### config.mk
export PLATFORM = sky130hd
export DESIGN_NAME = detect_run_logger
export DESIGN_NICKNAME = d
export VERILOG_FILES = /design/src/rtl/detect_run_logger.sv
export SDC_FILE = /design/constraint.sdc
export NUM_CORES = 1
export LEC_CHECK = 0
export BUFFER_PORTS_ARGS = -buffer_cell sky130_fd_sc_hd__buf_2
export CELL_PAD_IN_SITES_DETAIL_PLACEMENT = 1
export CELL_PAD_IN_SITES_GLOBAL_PLACEMENT = 1
export CORE_MARGIN = 3
export CORE_UTILIZATION = 40
export CTS_CLUSTER_SIZE = 30
export DETAILED_ROUTE_END_ITERATION = 7
export HOLD_SLACK_MARGIN = 0.15
export PLACE_DENSITY = 0.74
export SLEW_MARGIN = 30
export SYNTH_ARGS = -nofsm -noshare
export SYNTH_HDL_FRONTEND = slang
export SYNTH_SLANG_ARGS = --single-unit
export TNS_END_PERCENT = 30
### constraint.sdc
create_clock -name clk -period 2.2 [get_ports clk]
set_input_delay 0.22 -clock clk [delete_from_list [all_inputs] [get_ports clk]]
set_output_delay 0.22 -clock clk [all_outputs]
set_load 0.1 [all_outputs]
### src/rtl/detect_run_logger.sv
// Logs the length of each run of det_in=1 into a small first-word-fall-through FIFO
// and counts detection events; both the run length and the event counter saturate.
module detect_run_logger #(
  parameter int DEPTH = 4,
  parameter int CW    = 8
) (
  input  logic          clk,
  input  logic          reset,
  input  logic          det_in,
  input  logic          clr,
  input  logic          rd_en,
  output logic [CW-1:0] rd_data,
  output logic          rd_valid,
  output logic          fifo_full,
  output logic [CW-1:0] event_count,
  output logic          overflow
);

  localparam int AW = $clog2(DEPTH);

  typedef enum logic {IDLE, RUN} state_t;

  state_t        state_q;
  logic [CW-1:0] run_len_q, run_len_d;
  logic [CW-1:0] event_count_q, event_count_d;
  logic          overflow_q;
  logic [CW-1:0] mem_q [DEPTH];
  logic [AW-1:0] wr_ptr_q, rd_ptr_q;
  logic [AW:0]   count_q;

  logic empty, full, push, pop, do_write, drop;

  always_comb begin
    empty         = (count_q == '0);
    full          = (count_q == (AW+1)'(DEPTH));
    push          = (state_q == RUN) && !det_in;
    pop           = rd_en && !empty;
    // A full FIFO still accepts a push when the head leaves in the same cycle.
    do_write      = push && (!full || pop);
    drop          = push && full && !pop;
    run_len_d     = (run_len_q == '1) ? run_len_q : run_len_q + 1'b1;
    event_count_d = (event_count_q == '1) ? event_count_q : event_count_q + 1'b1;
  end

  always_ff @(posedge clk or posedge reset) begin
    if (reset) begin
      state_q       <= IDLE;
      run_len_q     <= '0;
      event_count_q <= '0;
      overflow_q    <= 1'b0;
      wr_ptr_q      <= '0;
      rd_ptr_q      <= '0;
      count_q       <= '0;
      for (int i = 0; i < DEPTH; i++) mem_q[i] <= '0;
    end else if (clr) begin
      state_q       <= IDLE;
      run_len_q     <= '0;
      event_count_q <= '0;
      overflow_q    <= 1'b0;
      wr_ptr_q      <= '0;
      rd_ptr_q      <= '0;
      count_q       <= '0;
    end else begin
      case (state_q)
        IDLE: begin
          if (det_in) begin
            state_q       <= RUN;
            run_len_q     <= CW'(1);
            event_count_q <= event_count_d;
          end
        end
        RUN: begin
          if (det_in) begin
            run_len_q <= run_len_d;
          end else begin
            state_q <= IDLE;
          end
        end
        default: state_q <= IDLE;
      endcase

      if (do_write) begin
        mem_q[wr_ptr_q] <= run_len_q;
        wr_ptr_q        <= wr_ptr_q + 1'b1;
      end
      if (pop) rd_ptr_q <= rd_ptr_q + 1'b1;

      case ({do_write, pop})
        2'b10:   count_q <= count_q + 1'b1;
        2'b01:   count_q <= count_q - 1'b1;
        default: count_q <= count_q;
      endcase

      if (drop) overflow_q <= 1'b1;
    end
  end

  assign rd_valid    = !empty;
  assign fifo_full   = full;
  assign rd_data     = empty ? '0 : mem_q[rd_ptr_q];
  assign event_count = event_count_q;
  assign overflow    = overflow_q;

endmodule

==> results_dict.tcl, run 1 <==
set metrics [dict create \
    synthArstFlopShare 1.000 \
    layout-drive-gt1-share 0.3617 \
    grt_usage 0.1626 \
    drtAntennaViolNets 0 \
    synth_top_area_frac 0.4843 \
    p_int_mw 1.914 \
    timing.fmax_mhz 467.2 \
    io_pins 24 \
    cp-end-kind "register" \
    wl_per_cell_um 16.75 \
    die_w_um 91.81 \
    status "complete, no violations" \
    worstSetupPathType "register to register" \
    cts_tree "yes" \
    io_buffers 23 \
    grt_max_degree 29 \
    seq_area_um2 1426 \
    drv_cap 0 \
    clockBufferDepth 2 \
    r2r_slack_ns 0.06 \
    postCtsSetupBuffers 0 \
    initial_utilization 0.4219 \
    pwr-share-comb 0.210 \
    fin_nets 289 \
    fin_util 0.4932 \
    final_cell_mix "dfrtp_1, mux2_2, buf_2" \
    drtIter0Drc 96 \
    drc 0 \
    path_clk_slew_ns 0.07 \
    gp_congestion 0.7868 \
    clock_power_share 0.387 \
    grt_remaining_overflow 0 \
    cts_made_buffers 9 \
    numClockSinks 57 \
    pre_cts_slack_ns 0.07690 \
    multi_input_area_um2 1421 \
    vdd_drop_max_mv 0.4238 \
    synthTopCellsByArea "dfrtp_1, mux2_2, mux4_2, and2_1, ha_1" \
    via_per_inst 5.336 \
    antenna_found_initial 0 \
    swShare 0.3119 \
    synth-edff-count 0 \
    synth_warnings 0 \
    p_per_area_nw_per_um2 807.7 \
    synth_seq_cells 57 \
    finalCritPeriodShare 0.9729 \
    dieArea_um2 8429 \
    slew_headroom 0.6170 \
    syn-cell-area_um2 2945 \
    dr.pass1.iters 4 \
    crit_fanout 2 \
    slew_violations 0 \
    setup_viol 0 \
    clk_latency_ns 0.34 \
    place_hpwl_um 4344 \
    p_leak_nw 1.619 \
    cts_htree_levels 3 \
    syn_nets 255 \
    power_switching_mw 0.8675 \
    ys_types 47 \
    ys.flop_type "dfrtp_1" \
    final_common_cell "dfrtp_1" \
    num_rows 30 \
    synth-seq-area-share 0.4843 \
    vias 2017 \
    start_kind "register" \
    fin_crit_ns 2.140 \
    fin_ws_ns 0.05969 \
    die_height_um 91.81 \
    clock_skew_ns 0.009655 \
    totalWireLength_um 6332 \
    finalHoldViolations 0 \
    worst_pin_slew_ns 0.5736 \
    cp.arrival_ns 2.40 \
    grt_pass1_vias 2091 \
    num_antenna_cells 0 \
    p_seq_frac 0.403 \
    coreArea_um2 6982 \
    hold_class "input port to register" \
    area_delta_synth_final_pct 16.91 \
    netlist_instances 243 \
    grt_pass1_wl_um 10630 \
    cts_root_buf "clkbuf_8" \
    required_ns 2.46 \
    yosysTopAreaCell "dfrtp_1" \
    p_total_mw 2.781 \
    avgSynthCellArea_um2 12.12 \
    num-fill-cells 768 \
]
==> power groups by stage <==
stage | Sequential [mW] | Clock (mW) | Combinational (mW)
global route | 1.13 | 1.17 | 0.639
finish | 1.12 | 1.08 | 0.584
detailed placement | 1.14 | 0 | 0.575
floorplan | 1.16 | 0 | 0.411
global placement | 1.13 | 0 | 0.563
CTS | 1.12 | 1.11 | 0.579
==> cells in the mapped netlist (2+ instances only) <==
cell      count
a21oi_1      11
a31oi_1       4
and2_1       13
buf_2         2
buf_4         5
buf_6         2
clkbuf_1      3
dfrtp_1      57
ha_1          6
inv_1         6
mux2_1        2
mux2_2       31
mux2i_1       3
mux4_2        8
nand2_1       7
nand2b_1      4
nand3_1       9
nor2_1       16
nor2b_1       2
nor2b_4       2
nor3_1        2
nor3b_1       2
o21ai_0       8
o31ai_1       5
or3_1         5
or4_1         5
xnor2_1       2
xor2_1        2
==> worst paths after layout <==
path,from,cells past startpoint,end
max in group asynchronous,reset,4,mem_q[9]$_DFFE_PP0P_
min reg2reg,mem_q[22]$_DFFE_PP0P_,1,mem_q[22]$_DFFE_PP0P_
max reg2reg,count_q[1]$_DFFE_PP0P_,6,count_q[2]$_DFFE_PP0P_
max,count_q[1]$_DFFE_PP0P_,6,count_q[2]$_DFFE_PP0P_
min,clr,2,event_count[6]$_DFFE_PP0P_
min in group asynchronous,reset,3,mem_q[27]$_DFFE_PP0P_
==> cell families after synthesis <==
| kind of cell | after synthesis | share of synthesized area |
|---|---|---|
| adders and majority gates | 7 | 0.03229 |
| AOI/OAI and AO/OA | 38 | 0.08964 |
| muxes | 44 | 0.1975 |
| xor gates and xnor gates | 4 | 0.01190 |
| buffers and inverters | 19 | 0.03653 |
| and+or+nand+nor | 74 | 0.1478 |
| DFF | 57 | 0.4843 |
==> through the flow <==
stage | setup TNS [ns] | hold slack [ns] | cells | cell area [um2]
floorplan | -0.1737 | 0.4397 | 243 | 2947
global placement | 0 | 0.3084 | 361 | 3186
detailed placement | 0 | 0.3088 | 361 | 3186
CTS | 0 | 0.1996 | 378 | 3417
global route | -0.04003 | 0.2316 | 378 | 3443
finish | 0 | 0.2064 | 378 | 3443
==> sequential cells by signal, indices dropped and copies added (netlist names) <==
name / cells
state_q: 1
overflow: 1
run_len_q: 8
rd_ptr_q: 2
count_q: 3
event_count: 8
mem_q: 32
wr_ptr_q: 2
==> critical path: stages (launching register included) <==
cell and delay [ns]:
dfrtp_1 0.39, o31ai_2 0.31, nor2_1 0.11, fa_1 0.39
or4_1 0.54, a21o_1 0.19, a31oi_1 0.14
==> what timing repair did <==
action                                  4_1_cts  5_1_grt
pin swaps                                     0        1
endpoints found under the setup margin        1        9
endpoints found under the hold margin        26        0
hold buffers                                  1        0
gates resized for setup                       1       10
==> cell type report <==
type | instances | area share
inverter | 6 | 0.006541
sequential | 57 | 0.4142
clock buffer | 9 | 0.03597
clock inverter | 7 | 0.02762
timing repair buffer | 36 | 0.06795
tap | 96 | 0.03488
multi-input combinational | 167 | 0.4128
==> per-layer routing <==
layer  share of wire  vias to the layer above  global-route usage
li1                -                      955                   -
met1            0.49                     1027              0.2199
met2            0.47                       23              0.2520
met3           0.021                       12             0.02953
met4           0.023                        0             0.07921
met5               0                        -                   0
No activity file was read; power rests on OpenSTA's default activity.
==> inputs of run 2 (changes only) <==
- CORE_ASPECT_RATIO: default -> 1.25
- CTS_CLUSTER_SIZE: 30 -> default
==> run 2 against run 1 <==
  * First-iteration DRC count is 3.1% higher
  * Final cell count decreased by 1.6%
  * Clock power decreased by 24%
  * Power fell by 8.9%
  * Register-to-register slack is essentially flat
  * Sequential cell count did not move
  * Via count grew 0.59%
  * Critical endpoint unchanged
  * Combinational power rose by 2%
  * Maximum frequency is 0.11% higher
==> results_dict.tcl, run 2 (same netlist as run 1, synthesis figures left out) <==
set metrics [dict create \
    status "complete, no violations" \
    p_total_mw 2.534 \
    reg2reg_depth 6 \
    vdd_drop_max_mv 0.4668 \
    placed_cells 354 \
    antenna_found_initial 0 \
    die_w_um 82.75 \
    min_from "clr" \
    drtIter0Drc 99 \
    crit_fanout 2 \
    reg2reg_from "count_q[1]$_DFFE_PP0P_" \
    num_antenna_cells 0 \
    area_delta_synth_final_pct 14.83 \
    hold_class "input port to register" \
    hold_ws_ns 0.2409 \
    clockBufferDepth 2 \
    grt_remaining_overflow 0 \
    numClockSinks 57 \
    fin_nets 289 \
    rsz0062_at_grt "yes" \
    drtAntennaViolNets 0 \
    finalSetupTns_ns 0 \
    slew_violations 0 \
    via_per_inst 5.454 \
    gp_congestion 0.8019 \
    final_cell_mix "dfrtp_1, mux2_2, buf_2" \
    drc 0 \
    totalWireLength_um 6024 \
    die_height_um 101.9 \
    dieArea_um2 8436 \
    fin_crit_ns 2.138 \
    clk_latency_ns 0.33 \
    grt_pass1_vias 2103 \
    holdPathStages 2 \
    cts_htree_levels 3 \
    p_per_area_nw_per_um2 749.3 \
    fin_cells 372 \
    setup_viol 0 \
    cp.arrival_ns 2.40 \
    io_buffers 23 \
    largest_reg_flops 32 \
    p_leak_nw 1.597 \
    initial_utilization 0.4171 \
    r2r_end "count_q[2]$_DFFE_PP0P_" \
    path_clk_slew_ns 0.07 \
    finalHoldViolations 0 \
    start_kind "register" \
    clock_skew_ns 0.01051 \
    io_pins 24 \
    worst_pin_slew_ns 0.5022 \
    grt_usage 0.1638 \
    coreArea_um2 7062 \
    r2r_slack_ns 0.06 \
    regMostFlops "mem_q" \
    fin_util 0.4789 \
    vias 2029 \
    worstSetupPathType "register to register" \
    slew_headroom 0.6675 \
    layout-drive-gt1-share 0.3582 \
    wl_per_cell_um 16.19 \
    whs_endpoint "rd_ptr_q[1]$_DFFE_PP0P_" \
    cts_made_buffers 9 \
    finalCritPeriodShare 0.9718 \
    cp-end-kind "register" \
    num_rows 34 \
    grt_max_degree 43 \
    cts_root_buf "clkbuf_8" \
    timing.fmax_mhz 467.7 \
    drv_cap 0 \
    dr.pass1.iters 4 \
    num-fill-cells 801 \
    cts_tree "yes" \
    grt_pass1_wl_um 10300 \
    final_common_cell "dfrtp_1" \
    required_ns 2.46 \
    place_hpwl_um 4300 \
]
[run 2: cell types whose count changed in the layout (fill, tap and decap cells not counted), moves of 2 or more]
cell and change:
clkinv_4 -2, bufinv_16 -2, buf_2 +4, buf_4 -4
clkinv_2 +2
[run 2: worst max-delay path by stage]
stage	start	endpoint	slack, ns	cells past startpoint
after floorplan	event_count[0]$_DFFE_PP0P_	event_count[3]$_DFFE_PP0P_	-0.04	6
after global placement	count_q[2]$_DFFE_PP0P_	count_q[2]$_DFFE_PP0P_	0.13	6
after detailed placement	count_q[2]$_DFFE_PP0P_	count_q[2]$_DFFE_PP0P_	0.05	6
after CTS	rd_ptr_q[0]$_DFFE_PP0P_	rd_data[2]	0.01	4
after global routing	count_q[1]$_DFFE_PP0P_	count_q[2]$_DFFE_PP0P_	-0.09	6
final	count_q[1]$_DFFE_PP0P_	count_q[2]$_DFFE_PP0P_	0.06	6
[run 2: layer usage]
| layer | up-vias | wire (um) | global-route usage |
|---|---|---|---|
| met5 | - | 0 | 0 |
| met4 | 0 | 63 | 0.06164 |
| met3 | 5 | 240 | 0.04762 |
| met2 | 31 | 3105 | 0.2679 |
| met1 | 1033 | 2614 | 0.2041 |
| li1 | 960 | - | - |
[run 2: area by class of cell]
cell class              count  area, um2  area share
clock inverters             6      35.03     0.01036
inverters                   6      22.52    0.006659
repair buffers             36      236.5     0.06992
multi-input cells         167       1421      0.4203
well taps                  90      112.6     0.03330
clock buffers              10      127.6     0.03774
flip-flops and latches     57       1426      0.4218
[run 2: timing repair]
action / in CTS / in global routing
endpoints found under the setup margin: 1 / 9
hold buffers: 1 / 0
buffers inserted: 0 / 1
gates resized for setup: 1 / 4
hold endpoints to repair: 15 / 0
pin swaps: 0 / 1
[run 2: per-stage QoR]
step	area [um2]	setup slack (ns)
finish	3382	0.06207
global route	3382	-0.09211
CTS	3361	0.01102
detailed placement	3183	0.04809
global placement	3183	0.1300
floorplan	2947	-0.04207
[run 2: power by group]
part	internal, mW	total (mW)	switching, mW	leakage [nW]
registers	1.08	1.12	0.0361	0.790
clock network	0.399	0.816	0.417	0.0818
logic	0.204	0.598	0.394	0.726
[run 2: worst max-delay path, stage by stage (launching register included)]
cell and delay (ns):
dfrtp_1 0.40, o31ai_2 0.30, nor2_1 0.10, fa_1 0.39, or4_1 0.54, a21o_1 0.19
a31oi_1 0.14
